===== src/rtl/mem_ctrl.sv =====
`default_nettype none
// ============================================================================
// mem_ctrl : byte-serial IF / load-store arbiter for one shared 8-bit sync RAM
// Revision : 1.0
// ============================================================================
module mem_ctrl #(
   parameter int RAM_ADDR_W = 32
) (
   input  logic                  clk,
   input  logic                  rst,
   input  logic                  if_req_i,
   input  logic [31:0]           if_addr_i,
   output logic                  if_done_o,
   output logic [31:0]           if_inst_o,
   input  logic [7:0]            mem_aluop_i,
   input  logic [31:0]           mem_addr_i,
   input  logic [31:0]           mem_wdata_i,
   output logic                  mem_done_o,
   output logic [31:0]           mem_rdata_o,
   output logic [RAM_ADDR_W-1:0] ram_addr_o,
   output logic [7:0]            ram_dout_o,
   output logic                  ram_wr_o,
   input  logic [7:0]            ram_din_i
);

   localparam logic [7:0] c_EXE_LB_OP  = 8'b1110_0000;
   localparam logic [7:0] c_EXE_LH_OP  = 8'b1110_0001;
   localparam logic [7:0] c_EXE_LW_OP  = 8'b1110_0011;
   localparam logic [7:0] c_EXE_LBU_OP = 8'b1110_0100;
   localparam logic [7:0] c_EXE_LHU_OP = 8'b1110_0101;
   localparam logic [7:0] c_EXE_SB_OP  = 8'b1110_1000;
   localparam logic [7:0] c_EXE_SH_OP  = 8'b1110_1001;
   localparam logic [7:0] c_EXE_SW_OP  = 8'b1110_1011;

   typedef enum logic [1:0] {
      S_IDLE = 2'd0,
      S_BUSY = 2'd1,
      S_DONE = 2'd2
   } state_t;

   state_t      state_q;
   logic        src_mem_q;
   logic        wr_q;
   logic [31:0] base_q;
   logic [2:0]  n_q;
   logic [2:0]  k_q;
   logic [31:0] wdata_q;
   logic [31:0] data_q;

   logic        w_mem_req;
   logic        w_mem_store;
   logic [2:0]  w_mem_size;
   logic [2:0]  w_k_next;
   logic [1:0]  w_k_prev;
   logic [31:0] w_addr_next;
   logic [7:0]  w_wbyte_next;
   logic [31:0] w_data_d;

   always_comb begin
      w_mem_req   = 1'b1;
      w_mem_store = 1'b0;
      w_mem_size  = 3'd4;
      case (mem_aluop_i)
         c_EXE_LB_OP, c_EXE_LBU_OP: w_mem_size = 3'd1;
         c_EXE_LH_OP, c_EXE_LHU_OP: w_mem_size = 3'd2;
         c_EXE_LW_OP:               w_mem_size = 3'd4;
         c_EXE_SB_OP: begin
            w_mem_size  = 3'd1;
            w_mem_store = 1'b1;
         end
         c_EXE_SH_OP: begin
            w_mem_size  = 3'd2;
            w_mem_store = 1'b1;
         end
         c_EXE_SW_OP: begin
            w_mem_size  = 3'd4;
            w_mem_store = 1'b1;
         end
         default: w_mem_req = 1'b0;
      endcase
   end

   assign w_k_next     = k_q + 3'd1;
   assign w_k_prev     = 2'(k_q - 3'd1);
   assign w_addr_next  = base_q + 32'(w_k_next);
   assign w_wbyte_next = wdata_q[{w_k_next[1:0], 3'b000} +: 8];

   // Read data lags its address by one step, so step k delivers byte k-1.
   always_comb begin
      w_data_d = data_q;
      if (k_q != 3'd0) begin
         w_data_d[{w_k_prev, 3'b000} +: 8] = ram_din_i;
      end
   end

   always_ff @(posedge clk or posedge rst) begin
      if (rst) begin
         state_q     <= S_IDLE;
         src_mem_q   <= 1'b0;
         wr_q        <= 1'b0;
         base_q      <= 32'h0;
         n_q         <= 3'd0;
         k_q         <= 3'd0;
         wdata_q     <= 32'h0;
         data_q      <= 32'h0;
         if_done_o   <= 1'b0;
         if_inst_o   <= 32'h0;
         mem_done_o  <= 1'b0;
         mem_rdata_o <= 32'h0;
         ram_addr_o  <= '0;
         ram_dout_o  <= 8'h00;
         ram_wr_o    <= 1'b0;
      end else begin
         if_done_o  <= 1'b0;
         mem_done_o <= 1'b0;
         ram_wr_o   <= 1'b0;
         ram_addr_o <= '0;
         ram_dout_o <= 8'h00;
         case (state_q)
            S_IDLE: begin
               k_q    <= 3'd0;
               data_q <= 32'h0;
               if (w_mem_req) begin
                  src_mem_q  <= 1'b1;
                  wr_q       <= w_mem_store;
                  base_q     <= mem_addr_i;
                  n_q        <= w_mem_size;
                  wdata_q    <= mem_wdata_i;
                  state_q    <= S_BUSY;
                  ram_addr_o <= mem_addr_i[RAM_ADDR_W-1:0];
                  ram_wr_o   <= w_mem_store;
                  ram_dout_o <= w_mem_store ? mem_wdata_i[7:0] : 8'h00;
               end else if (if_req_i) begin
                  src_mem_q  <= 1'b0;
                  wr_q       <= 1'b0;
                  base_q     <= if_addr_i;
                  n_q        <= 3'd4;
                  wdata_q    <= 32'h0;
                  state_q    <= S_BUSY;
                  ram_addr_o <= if_addr_i[RAM_ADDR_W-1:0];
               end
            end
            S_BUSY: begin
               k_q <= w_k_next;
               if (wr_q) begin
                  if (w_k_next == n_q) begin
                     state_q    <= S_DONE;
                     mem_done_o <= 1'b1;
                  end else begin
                     ram_addr_o <= w_addr_next[RAM_ADDR_W-1:0];
                     ram_wr_o   <= 1'b1;
                     ram_dout_o <= w_wbyte_next;
                  end
               end else begin
                  if (k_q != 3'd0) begin
                     data_q <= w_data_d;
                  end
                  if (k_q == n_q) begin
                     state_q <= S_DONE;
                     if (src_mem_q) begin
                        mem_done_o  <= 1'b1;
                        mem_rdata_o <= w_data_d;
                     end else begin
                        if_done_o <= 1'b1;
                        if_inst_o <= w_data_d;
                     end
                  end else if (w_k_next != n_q) begin
                     ram_addr_o <= w_addr_next[RAM_ADDR_W-1:0];
                  end
               end
            end
            S_DONE:  state_q <= S_IDLE;
            default: state_q <= S_IDLE;
         endcase
      end
   end

endmodule
`default_nettype wire


===== config.mk =====
export PLATFORM = sky130hd
export DESIGN_NAME = mem_ctrl
export DESIGN_NICKNAME = d
export VERILOG_FILES = /design/src/rtl/mem_ctrl.sv
export SDC_FILE = /design/constraint.sdc
export NUM_CORES = 1
export LEC_CHECK = 0
export CAP_MARGIN = 5
export CORE_MARGIN = 10
export CORE_UTILIZATION = 39
export DETAILED_ROUTE_END_ITERATION = 6
export PLACE_DENSITY_LB_ADDON = 0.08
export SYNTH_ARGS = -nofsm -noshare
export SYNTH_HDL_FRONTEND = slang
export SYNTH_SLANG_ARGS = --single-unit
export TNS_END_PERCENT = 30

===== constraint.sdc =====
create_clock -name clk -period 16.41 [get_ports clk]
set_input_delay 3.282 -clock clk [delete_from_list [all_inputs] [get_ports clk]]
set_output_delay 3.282 -clock clk [all_outputs]
set_load 0.02 [all_outputs]

# After elaboration in Yosys (flattened, before gate mapping)
# Cells that the tools add are included.
# W data, S select, Z words.
[classes] n_mux=49 n_eq_ne=17 shifts=3 n_addsub=4 bitwise=2 n_reduce_logical=13
[ops] op="$mux W32" n=13
[ops] op="$pmux W32 S2" n=2
[ops] op="$eq A8 B8 Y1 const B" n=8
[ops] op="$add A32 B3 Y32" n=1
[ops] op="$bwmux W32" n=1
[ops] op="$mux W8" n=4
[ops] op="$shift A8 B7 Y32 const A" n=1
[ops] op="$shiftx A32 B6 Y8" n=1
[ops] op="$shiftx A8 B7 Y32" n=1
[ops] op="$mux W1" n=17
[ops] op="$pmux W8 S2" n=1
[ops] op="$pmux W3 S2" n=2
[ops] op="$mux W2" n=5
[ops] op="$ne A3 B3 Y1 const B" n=3
[ops] op="$reduce_or A3 Y1" n=3
[ops] op="$reduce_and A4 Y1" n=2
[ops] op="$reduce_or A8 Y1" n=1
[ops] op="$neg A5 Y7" n=1
[ops] op="$eq A3 B3 Y1" n=2
[ops] op="$mux W3" n=2
[ops] op="$reduce_and A3 Y1" n=2
[ops] op="$ne A2 B2 Y1 const B" n=2
[ops] op="$pmux W2 S2" n=1
[ops] op="$reduce_bool A2 Y1" n=2
[ops] op="9 further kinds" n=10
[totals] in_bits=115 ff_bits=213

# Logic depth before layout (Yosys ltp)
# Gate-level depths: netlist of run 1.
[depth] ltp_word=8 depth_mapped=11 mapped_depth_nobuf=9

# Worst setup path before layout of run 1
# Ideal clock, no wire load.
[synth_path] path_kind="input port to flip-flop" from="in mem_aluop_i[5]" to="reg ram_addr_o[0]" slack_ns=11.676 arrival_ns=4.605 n_path_buf=3 stages=7 required_time_ns=16.280 cell_sequence="and4b_1 -> o21a_1 -> buf_2 -> o21ai_1 -> buf_2 -> buf_2 -> o22ai_1"
[synth_between] elab_chain_len=5 elab_cells_between_ends=12
[synth_rtl] item="from (decl)" line="15" rtl="input logic [7:0] mem_aluop_i,"
[synth_rtl] item="$eq A8 B8 Y1" line="63" rtl="case (mem_aluop_i)"
[synth_rtl] item="$reduce_or A8 Y1 (no source line) *"
[synth_rtl] item="$mux W1 *" line="63"
[synth_rtl] item="$mux W32 *" line="123" rtl="if (w_mem_req) begin"
[synth_rtl] item="$pmux W32 S2 *" line="119" rtl="case (state_q)"
[synth_rtl] item="to (signal assigned)" line="130" rtl="ram_addr_o <= mem_addr_i[RAM_ADDR_W-1:0];"
[synth_rtl] item="to (signal assigned)" line="140" rtl="ram_addr_o <= if_addr_i[RAM_ADDR_W-1:0];"
[synth_rtl] item="to (signal assigned)" line="150" rtl="ram_addr_o <= w_addr_next[RAM_ADDR_W-1:0];"
[synth_rtl] item="to (decl)" line="20" rtl="output logic [RAM_ADDR_W-1:0] ram_addr_o,"
# Mark *: on every way between the ends. The rest lies on a longest branch, timed or not.
# A chain may end at the register's enable or synchronous reset.

# Worst setup path after layout of run 1
[layout_path] from="in mem_aluop_i[0]" to="reg base_q[17]"
[layout_between] elab_chain_len=5 elab_cells_between_ends=13
[layout_rtl] item="$eq A8 B8 Y1" line="63"
[layout_rtl] item="$reduce_or A8 Y1 (no source line) *"
[layout_rtl] item="$mux W1 *" line="63"
[layout_rtl] item="$reduce_bool A2 Y1 (no source line)"
[layout_rtl] item="$reduce_and A2 Y1 (no source line)"
[layout_rtl] item="to (signal assigned)" line="126" rtl="base_q <= mem_addr_i;"
[layout_rtl] item="to (signal assigned)" line="136" rtl="base_q <= if_addr_i;"
[layout_rtl] item="to (decl)" line="44" rtl="logic [31:0] base_q;"
# Marked as above.

==> run summary, run 1 <==
Fmax achieved -> 202 MHz
wire length of the first global-routing pass -> 41300 um
FP Rows -> 56
Post-CTS Setup Bufs -> 0
Clock Sinks -> 213
Slew @ Worst Pin -> 1.03 ns
initial antenna violation count -> 1
TritonCTS buffer count -> 25
status -> finished, final reports clean
Setup CP Type -> in2reg
reg2reg setup slack -> 12.92 ns
fin. max-slew vios -> 0
Peak VDD IR -> 0.0679 mV
Syn. warnings -> 0
H-tree levels -> 1
GPL Wtd Cong -> 0.761
RR Startpoint -> k_q[0]
Post-synth EDFFs -> 0
number of nets in the layout -> 1182
setup violation total in the final timing report -> 0
hpwl dp -> 18000 um
Cell Chain, Critical Path -> clkdlybuf4s50_1 -> nor2b_1 -> o21a_1 -> buf_4 -> o21ai_4 -> buf_4 -> o21ai_0
RSZ-0062 raised after global routing -> false
Post-Layout Cell Count -> 1389
hold endpoint -> base_q[0]
Skew-Pair Late Insertion Delay -> 0.51 ns
WP data arrival -> 5.32 ns
grt ovf -> 0
Top cell by count, worst path -> buf_4
fillers -> 2180
skew final -> 0.0122 ns
post-synthesis area per instance -> 11.0 um2
hold_sp -> base_q[0]
core area -> 0.0235 mm2
DR vias/cell -> 5.13
Top Usage Layer GRT -> met2
largest net degree at the start of global routing -> 144
crit path max-delay cell type -> buf_4
final wirelength -> 25700 um
FF-to-FF End -> ram_addr_o[15]
Seq/Total Area, Yosys -> 56.8%
# placed instances -> 1348
Setup crit end kind -> flop
Max-slew headroom -> 31.2%
DIE WIDTH -> 175 um
Total Routing Usage GR -> 16.4%
drc violations -> 0
post-CTS resize count -> 0
first-pass iteration count of the detailed router -> 5
area of the die -> 0.0307 mm2
Post-Syn Nets -> 982
met2 Use GR -> 26.9%
final worst-path cycle share -> 30.2%
M3 GR Usage -> 4.94%
Slowest Stage Delay on Critical Path -> 0.52 ns
final hold vios -> 0
register bit total from synthesis -> 213
Hold Path Class -> reg2reg
Fin Hold WS -> 0.483 ns
crit path max fanout -> 70
max-capacitance violation count -> 0
met1 GRT Util -> 20.8%
layout cell share with drive strength beyond 1 -> 6.45%
PD cells -> 177 mW/mm2
area grow syn2layout -> 33.9%
Starting Density -> 39.8%
leakage -> 5.35 nW
Gate Count Post-Synth -> 856
worst slack, placed -> 10.83 ns
Root Buffer -> clkbuf_16
Synth Cell Area -> 0.00938 mm2
I/O Buffers -> 221
Period minus WS final -> 4.96 ns
IO Count -> 222
Synth Flop Type -> dfrtp_1
Die H -> 175 um
Post-DRT Antenna Nets -> 0
Netlist cell types -> 47
CTS tree -> built
Hold Path Stages -> 2
clk buf depth -> 3
Post-synth ARST share -> 100%
R2R cell count -> 9
number of global-route vias before repair -> 7379
setup TNS -> 0 ns
CTS Hold Buffers Added -> 0
worst path required time -> 16.77 ns
clk slew on worst S/H paths -> 0.06 ns
Worst setup SP type -> primary input
WL per Instance -> 18.5 um
Vias -> 7126
final worst setup slack -> 11.45 ns
Initial DRC Count -> 568
worst max-delay path by stage:
stage | from | endpoint | slack, ns | depth (start not counted)
CTS | rst | ram_addr_o[10] | 11.38 | 3
floorplan | rst | base_q[0] | 7.31 | 1
global placement | rst | base_q[10] | 10.83 | 3
detailed placement | rst | ram_addr_o[2] | 10.83 | 3
global route | rst | src_mem_q | 11.16 | 3
finish | mem_aluop_i[0] | base_q[17] | 11.45 | 7
cell type report:
type	count	area (um2)	share of cell area, %
well taps	319	399	3.18
flip-flops and latches	213	5330	42.5
clock buffers	36	727	5.79
multi-input cells	565	3710	29.5
diodes	1	2.50	0.0199
repair buffers	231	2290	18.2
clock inverters	4	20.0	0.159
inverters	20	82.6	0.658
cell usage in the layout, fill, tap and decap left out, drive strengths merged, types with 30 or more instances in the layout:
cell type / instances
o21ai: 51
dfrtp: 213
nand2: 76
a22oi: 32
a21oi: 71
nor2: 77
a22o: 64
mux2i: 30
o22ai: 30
clkbuf: 36
clkdlybuf4s50: 221
metrics by stage:
stage / cell area (um2) / power [W] / utilization (%)
5_1_grt: 12600 / 0.00238 / 53.3
4_1_cts: 12600 / 0.00226 / 53.3
2_1_floorplan: 9380 / 0.00136 / -
3_3_place_gp: 11800 / 0.00173 / 50.1
6_report: 12600 / 0.00222 / 53.3
3_5_place_dp: 11800 / 0.00174 / 50.1
flip-flops by register name (all words and copies together), names as in the netlist:
| register | count |
|---|---|
| n_q | 3 |
| base_q | 32 |
| data_q | 32 |
| wdata_q | 32 |
| wr_q | 1 |
| k_q | 3 |
| ram_addr_o | 32 |
| src_mem_q | 1 |
| if_done_o | 1 |
| state_q | 2 |
| ram_wr_o | 1 |
| ram_dout_o | 8 |
| mem_rdata_o | 32 |
| if_inst_o | 32 |
| mem_done_o | 1 |
report_power, final:
| group | internal (W) | switching (W) | leakage (nW) |
|---|---|---|---|
| Clock | 0.000303 | 0.000206 | 0.373 |
| Combinational | 0.000390 | 0.000503 | 2.22 |
| Sequential | 0.000693 | 0.000127 | 2.76 |
kinds of logic after synthesis:
| logic type | share of synthesized area, % |
|---|---|
| compound gates | 18.2 |
| flops | 56.8 |
| buf+inv | 3.94 |
| xor+xnor | 3.36 |
| simple gates | 11.0 |
| mux | 5.12 |
| fa+ha+maj | 1.55 |
cells in the mapped netlist, types with 6 or more instances:
library cell,n,area [um2]
mux4_2,8,180
o22ai_1,28,175
nor2_1,77,289
dfrtp_1,213,5330
o21ai_0,49,245
inv_1,20,75.1
nand2_1,76,285
xor2_1,18,158
buf_2,28,140
nand3_1,11,55.1
a21oi_1,71,355
ha_1,10,125
buf_1,9,33.8
mux2i_1,30,300
and3_1,6,37.5
clkbuf_1,14,52.6
a22oi_1,32,240
nand4_1,13,81.3
a22o_1,64,561
xnor2_1,18,158
nor2b_1,8,50.1
nor3_1,8,40.0
routing by layer:
layer	part of all wire [%]	vias to the layer above
li1	-	3467
met1	44	3443
met2	47	184
met3	7.4	32
met4	1.6	0
met5	0	-
critical path, delay by kind of cell:
kind            cells  cell delay, ns
compound gates      3            0.56
buf+inv             3            1.23
simple gates        1            0.20
(Power assumes the default switching activity.)
==> run 2, diff against run 1 <==
==> constraint.sdc (replaced) <==
create_clock -name clk -period 4.8 [get_ports clk]
set_input_delay 0.96 -clock clk [delete_from_list [all_inputs] [get_ports clk]]
set_output_delay 0.96 -clock clk [all_outputs]
set_load 0.02 [all_outputs]
==> run 2 against run 1 <==
Effect of this change: sequential share of layout area fell by 0.46 points; wire length rose by 2.5%; worst hold slack improved by 0.011 ns; cell count rose by 0.29%; sequential power rose to 3.4 times the previous value; sequential cell count did not move; combinational power rose to 3.5 times the previous value; count of clock-buffer cells in the layout fell by 4; die area did not move; worst setup slack got worse by 10 ns; critical path depth rose by 4.
==> run summary, run 2 (same netlist as run 1, synthesis figures left out) <==
final hold vios -> 0 (unchanged)
TritonCTS buffer count -> 24 (-4.0%)
FF-to-FF End -> ram_addr_o[20]
number of nets in the layout -> 1184 (+0.17%)
initial antenna violation count -> 1 (unchanged)
area grow syn2layout -> 35.3%
clk slew on worst S/H paths -> 0.06 ns (about the same)
Hold Path Class -> reg2reg
Total Routing Usage GR -> 16.9% (+0.56 points)
hpwl dp -> 18700 um (+4.0%)
post-CTS resize count -> 0 (unchanged)
Vias -> 7230 (+1.5%)
Clock Sinks -> 213 (unchanged)
part of the power in combinational logic -> 40.1% (about the same)
crit path max fanout -> 19 (-73%)
# placed instances -> 1351 (+0.22%)
Setup crit end kind -> flop
Peak VDD IR -> 0.244 mV (+260%)
area of the die -> 0.0307 mm2 (unchanged)
crit path max-delay cell type -> a2111o_1
CTS tree -> built
Post-Layout Cell Count -> 1393 (+0.29%)
Starting Density -> 39.8% (unchanged)
Top Usage Layer GRT -> met2
final wirelength -> 26300 um (+2.5%)
Worst setup SP type -> flop
dpl cell area -> 0.0119 mm2 (+0.58%)
most common cell after layout, fill and taps aside -> clkdlybuf4s50_1
Hold Path Stages -> 2 (unchanged)
design area -> 0.0127 mm2 (+1.1%)
status -> finished, final reports clean
setup TNS -> 0 ns (unchanged)
skew final -> 0.0182 ns (+0.00593 ns)
Slowest Stage Delay on Critical Path -> 0.51 ns (about the same)
clk buf depth -> 3 (unchanged)
hold_sp -> n_q[2]
WL per Instance -> 18.9 um (+2.2%)
drc violations -> 0 (unchanged)
setup violation total in the final timing report -> 0 (unchanged)
CTS Hold Buffers Added -> 0 (unchanged)
Fmax achieved -> 300 MHz
cell family with most CP delay -> adder cells
Die H -> 175 um (unchanged)
FP Rows -> 56 (unchanged)
I/O Buffers -> 221 (unchanged)
Slew @ Worst Pin -> 1.18 ns (+0.151 ns)
Max-slew headroom -> 21.3% (-9.9 points)
Cell Chain, Critical Path -> buf_4 -> inv_1 -> ha_1 -> buf_4 -> inv_1 -> fa_1 -> nand2b_1 -> a2111o_1 -> nor3_1 -> xnor2_1 -> o22ai_1
final worst setup slack -> 1.47 ns (-9.98 ns)
DIE WIDTH -> 175 um (unchanged)
fillers -> 2170 (-0.46%)
H-tree levels -> 1 (unchanged)
PD cells -> 615 mW/mm2 (+250%)
Critical path buffers and inverters -> 4 (+1)
worst path required time -> 5.18 ns (-11.59 ns)
Root Buffer -> clkbuf_16
M3 GR Usage -> 4.70% (-0.24 points)
Setup CP Type -> reg2reg
Reg power frac -> 35.6% (-1.3 points)
Post-DRT Antenna Nets -> 0 (unchanged)
GPL Wtd Cong -> 0.758 (-0.47%)
most frequent cells in the layout -> clkdlybuf4s50_1, dfrtp_1, nand2_1, nor2_1, a21oi_1
grt ovf -> 0 (unchanged)
hold endpoint -> n_q[2]
reg2reg setup slack -> 1.47 ns (-11.45 ns)
sw frac -> 37.2% (-0.44 points)
DR vias/cell -> 5.19 (+1.2%)
first-pass iteration count of the detailed router -> 5 (unchanged)
Post-CTS Setup Bufs -> 0 (unchanged)
final worst-path cycle share -> 69.4%
number of global-route vias before repair -> 7496 (+1.6%)
leakage -> 5.41 nW (+1.0%)
WP data arrival -> 3.71 ns (-1.61 ns)
met1 GRT Util -> 21.8% (+1.0 points)
Clk pwr share -> 24.3% (+1.4 points)
Period minus WS final -> 3.33 ns
Pwr Total -> 0.00781 W (+250%)
Initial DRC Count -> 464 (-18%)
Skew-Pair Late Insertion Delay -> 0.53 ns (+0.02 ns)
met2 Use GR -> 28.0% (+1.0 points)
RSZ-0062 raised after global routing -> false
critical path depth in cells -> 11 (+4)
Switch Pwr -> 0.00290 W (+250%)
fin. max-slew vios -> 0 (unchanged)
R2R cell count -> 11 (+2)
worst slack, placed -> 1.46 ns (-9.37 ns)
Internal Pwr Total -> 0.00490 W (+250%)
largest net degree at the start of global routing -> 113 (-22%)
RR Startpoint -> k_q[0]
layout cell share with drive strength beyond 1 -> 6.80% (+0.35 points)
IO Count -> 222 (unchanged)
max-capacitance violation count -> 0 (unchanged)
wire length of the first global-routing pass -> 42400 um (+2.6%)
core area -> 0.0235 mm2 (unchanged)
==> run 2: changes by cell type in the layout (fill, tap and decap cells not counted), sizes merged <==
cell      change
clkbuf        -4
clkinv        +1
clkinvlp      +1
bufinv        +4
buf           +3
inv           -1
==> run 2: power groups by stage <==
stage                     clock network [W]  registers (W)  logic, W
after global placement                    0        0.00280   0.00313
final                               0.00190        0.00278   0.00313
after detailed placement                  0        0.00280   0.00317
after CTS                           0.00195        0.00278   0.00318
after global routing                0.00202        0.00287   0.00344
after floorplan                           0        0.00317   0.00148
==> run 2: layout make-up <==
| class | count | area [um2] | area share, % |
|---|---|---|---|
| Multi-Input combinational cell | 565 | 3710 | 29.2 |
| Antenna cell | 1 | 2.50 | 0.0197 |
| Clock buffer | 32 | 661 | 5.20 |
| Timing Repair Buffer | 234 | 2360 | 18.6 |
| Clock inverter | 9 | 156 | 1.23 |
| Tap cell | 319 | 399 | 3.14 |
| Inverter | 20 | 78.8 | 0.621 |
| Sequential cell | 213 | 5330 | 42.0 |
==> run 2: how the worst max path moves through the flow <==
stage / from / to / slack [ns]
2_1_floorplan: rst / base_q[0] / 1.07
3_3_place_gp: mem_aluop_i[2] / ram_addr_o[17] / 1.51
3_5_place_dp: k_q[0] / ram_addr_o[20] / 1.46
4_1_cts: k_q[0] / ram_addr_o[20] / 1.43
5_1_grt: k_q[0] / ram_addr_o[20] / 1.18
6_report: k_q[0] / ram_addr_o[20] / 1.47
==> run 2: per-stage QoR <==
stage               hold slack, ns  utilization [%]
global placement             0.478             50.4
finish                       0.494             53.9
CTS                          0.498             53.9
detailed placement           0.483             50.4
global route                 0.515             53.9
floorplan                    0.456                -
==> run 2: metal layers <==
layer  up-vias  share of wire [%]
met5         -                  0
met4         0                1.5
met3        29                7.5
met2       208                 48
met1      3510                 43
li1       3483                  -
==> run 2: worst register-to-register path, delay by kind of cell (launching register included) <==
family	cells	cell delay (ns)
and+or+nand+nor	2	0.41
buffers and inverters	4	0.85
xor gates and xnor gates	1	0.15
DFF	1	0.32
AOI/OAI and AO/OA	2	0.59
adders and majority gates	2	0.88
==> run 3, diff against run 2 <==
==> constraint.sdc (replaced) <==
create_clock -name clk -period 2.8 [get_ports clk]
set_input_delay 0.56 -clock clk [delete_from_list [all_inputs] [get_ports clk]]
set_output_delay 0.56 -clock clk [all_outputs]
set_load 0.02 [all_outputs]
==> run 3 against run 2 <==
Effect of this change: power grew 69%; via count about the same; cell count rose by 0.72%; utilization grew 0.24 points; largest cell class unchanged.
==> run summary, run 3 (same netlist as run 1, synthesis figures left out) <==
status -> finished, final reports clean
Fmax achieved -> 382 MHz (+27%)
Skew-Pair Late Insertion Delay -> 0.51 ns (-0.02 ns)
Setup CP Type -> reg2reg
setup violation total in the final timing report -> 0 (unchanged)
M3 GR Usage -> 4.87% (+0.17 points)
Hold Path Class -> reg2reg
DIE WIDTH -> 175 um (unchanged)
number of global-route vias before repair -> 7460 (-0.48%)
IO Count -> 222 (unchanged)
Clock Sinks -> 213 (unchanged)
worst slack, placed -> 0.187 ns (-1.27 ns)
core area -> 0.0235 mm2 (unchanged)
most frequent cells in the layout -> clkdlybuf4s50_1, dfrtp_1, nand2_1, nor2_1, a21oi_1
clk slew on worst S/H paths -> 0.06 ns (about the same)
Reg power frac -> 36.1% (+0.5 points)
max-capacitance violation count -> 0 (unchanged)
number of nets in the layout -> 1196 (+1.0%)
Starting Density -> 39.8% (unchanged)
Worst setup SP type -> flop
hpwl dp -> 18400 um (-1.7%)
largest net degree at the start of global routing -> 120 (+6.2%)
Slew @ Worst Pin -> 0.654 ns (-0.527 ns)
Post-CTS Setup Bufs -> 0 (unchanged)
wire length of the first global-routing pass -> 42100 um (-0.65%)
I/O Buffers -> 221 (unchanged)
Period minus WS final -> 2.62 ns (-0.710 ns)
skew final -> 0.0133 ns (-0.00490 ns)
met2 Use GR -> 27.2% (-0.77 points)
H-tree levels -> 1 (unchanged)
Fin Hold WS -> 0.494 ns (-0.000869 ns)
Switch Pwr -> 0.00499 W (+72%)
Top Usage Layer GRT -> met2
sw frac -> 37.7% (+0.55 points)
Peak VDD IR -> 0.461 mV (+88%)
Total Routing Usage GR -> 16.7% (-0.18 points)
FP Rows -> 56 (unchanged)
final worst setup slack -> 0.179 ns (-1.29 ns)
Post-DRT Antenna Nets -> 0 (unchanged)
Root Buffer -> clkbuf_16
worst path required time -> 3.18 ns (-2.00 ns)
layout cell share with drive strength beyond 1 -> 7.75% (+0.95 points)
clk buf depth -> 3 (unchanged)
TritonCTS buffer count -> 25 (+4.2%)
area of the die -> 0.0307 mm2 (unchanged)
diodes inserted -> 0 (-1)
CTS Hold Buffers Added -> 0 (unchanged)
WP data arrival -> 3.01 ns (-0.70 ns)
part of the power in combinational logic -> 41.0% (+0.9 points)
Clk pwr share -> 22.9% (-1.4 points)
WL per Instance -> 18.6 um (-1.4%)
final hold vios -> 0 (unchanged)
fin. max-slew vios -> 0 (unchanged)
most common cell after layout, fill and taps aside -> clkdlybuf4s50_1
met1 GRT Util -> 21.7% (-0.11 points)
GPL Wtd Cong -> 0.792 (+4.5%)
final core utilization -> 54.2% (+0.24 points)
CTS tree -> built
Vias -> 7227 (-0.041%)
crit path max fanout -> 4 (-15)
first-pass iteration count of the detailed router -> 5 (unchanged)
DR vias/cell -> 5.15 (-0.75%)
leakage -> 5.45 nW (+0.81%)
initial antenna violation count -> 0 (-1)
Internal Pwr Total -> 0.00823 W (+68%)
grt ovf -> 0 (unchanged)
PD cells -> 1040 mW/mm2 (+69%)
Initial DRC Count -> 507 (+9.3%)
Setup crit end kind -> flop
final worst-path cycle share -> 93.6% (+24 points)
area grow syn2layout -> 35.9%
drc violations -> 0 (unchanged)
Max-slew headroom -> 56.4% (+35 points)
RSZ-0062 raised after global routing -> false
final wirelength -> 26200 um (-0.68%)
Die H -> 175 um (unchanged)
post-CTS resize count -> 0 (unchanged)
## run 3: worst paths after layout
path / startpoint / endpoint / slack [ns] / cells past startpoint
min in group asynchronous: rst / if_inst_o[19] / 0.57 / 3
min: base_q[0] / base_q[0] / 0.49 / 2
max reg2reg: k_q[0] / ram_addr_o[20] / 0.18 / 9
max: k_q[0] / ram_addr_o[20] / 0.18 / 9
max in group asynchronous: rst / wdata_q[7] / 1.67 / 3
min reg2reg: base_q[0] / base_q[0] / 0.49 / 2
## run 3: power by group through the flow
stage / clock network [W] / registers [W] / logic, W
floorplan: 0 / 0.00544 / 0.00254
CTS: 0.00310 / 0.00479 / 0.00553
global route: 0.00322 / 0.00493 / 0.00595
global placement: 0 / 0.00482 / 0.00546
finish: 0.00302 / 0.00477 / 0.00542
detailed placement: 0 / 0.00482 / 0.00551
## run 3: critical path, cell delays in order (launching register included)
cell	delay, ns
dfrtp_1	0.40
inv_1	0.13
ha_1	0.32
inv_1	0.08
fa_1	0.44
nand2b_1	0.19
a2111o_1	0.51
nor3_1	0.21
xnor2_1	0.14
o22ai_1	0.08
## run 3: per-stage QoR
stage / instances / TNS (ns) / total power, W / area, um2
2_1_floorplan: 856 / -112.97 / 0.00798 / 9380
3_3_place_gp: 1362 / 0 / 0.0103 / 12000
3_5_place_dp: 1362 / 0 / 0.0103 / 12000
4_1_cts: 1403 / 0 / 0.0134 / 12700
5_1_grt: 1403 / 0 / 0.0141 / 12700
6_report: 1403 / 0 / 0.0132 / 12700
## run 3: per-layer routing
| layer | up-vias | wire, um | share of wire (%) |
|---|---|---|---|
| met5 | - | 0 | 0 |
| met4 | 0 | 450 | 1.7 |
| met3 | 30 | 1830 | 7.0 |
| met2 | 204 | 12400 | 47 |
| met1 | 3487 | 11500 | 44 |
| li1 | 3506 | - | - |
## run 3: area by class of cell
type / count / area [um2]
clock buffers: 35 / 713
clock inverters: 6 / 42.5
fillers: 2114 / 10800
inverters: 20 / 78.8
multi-input cells: 565 / 3710
flip-flops and latches: 213 / 5330
well taps: 319 / 399
repair buffers: 245 / 2480
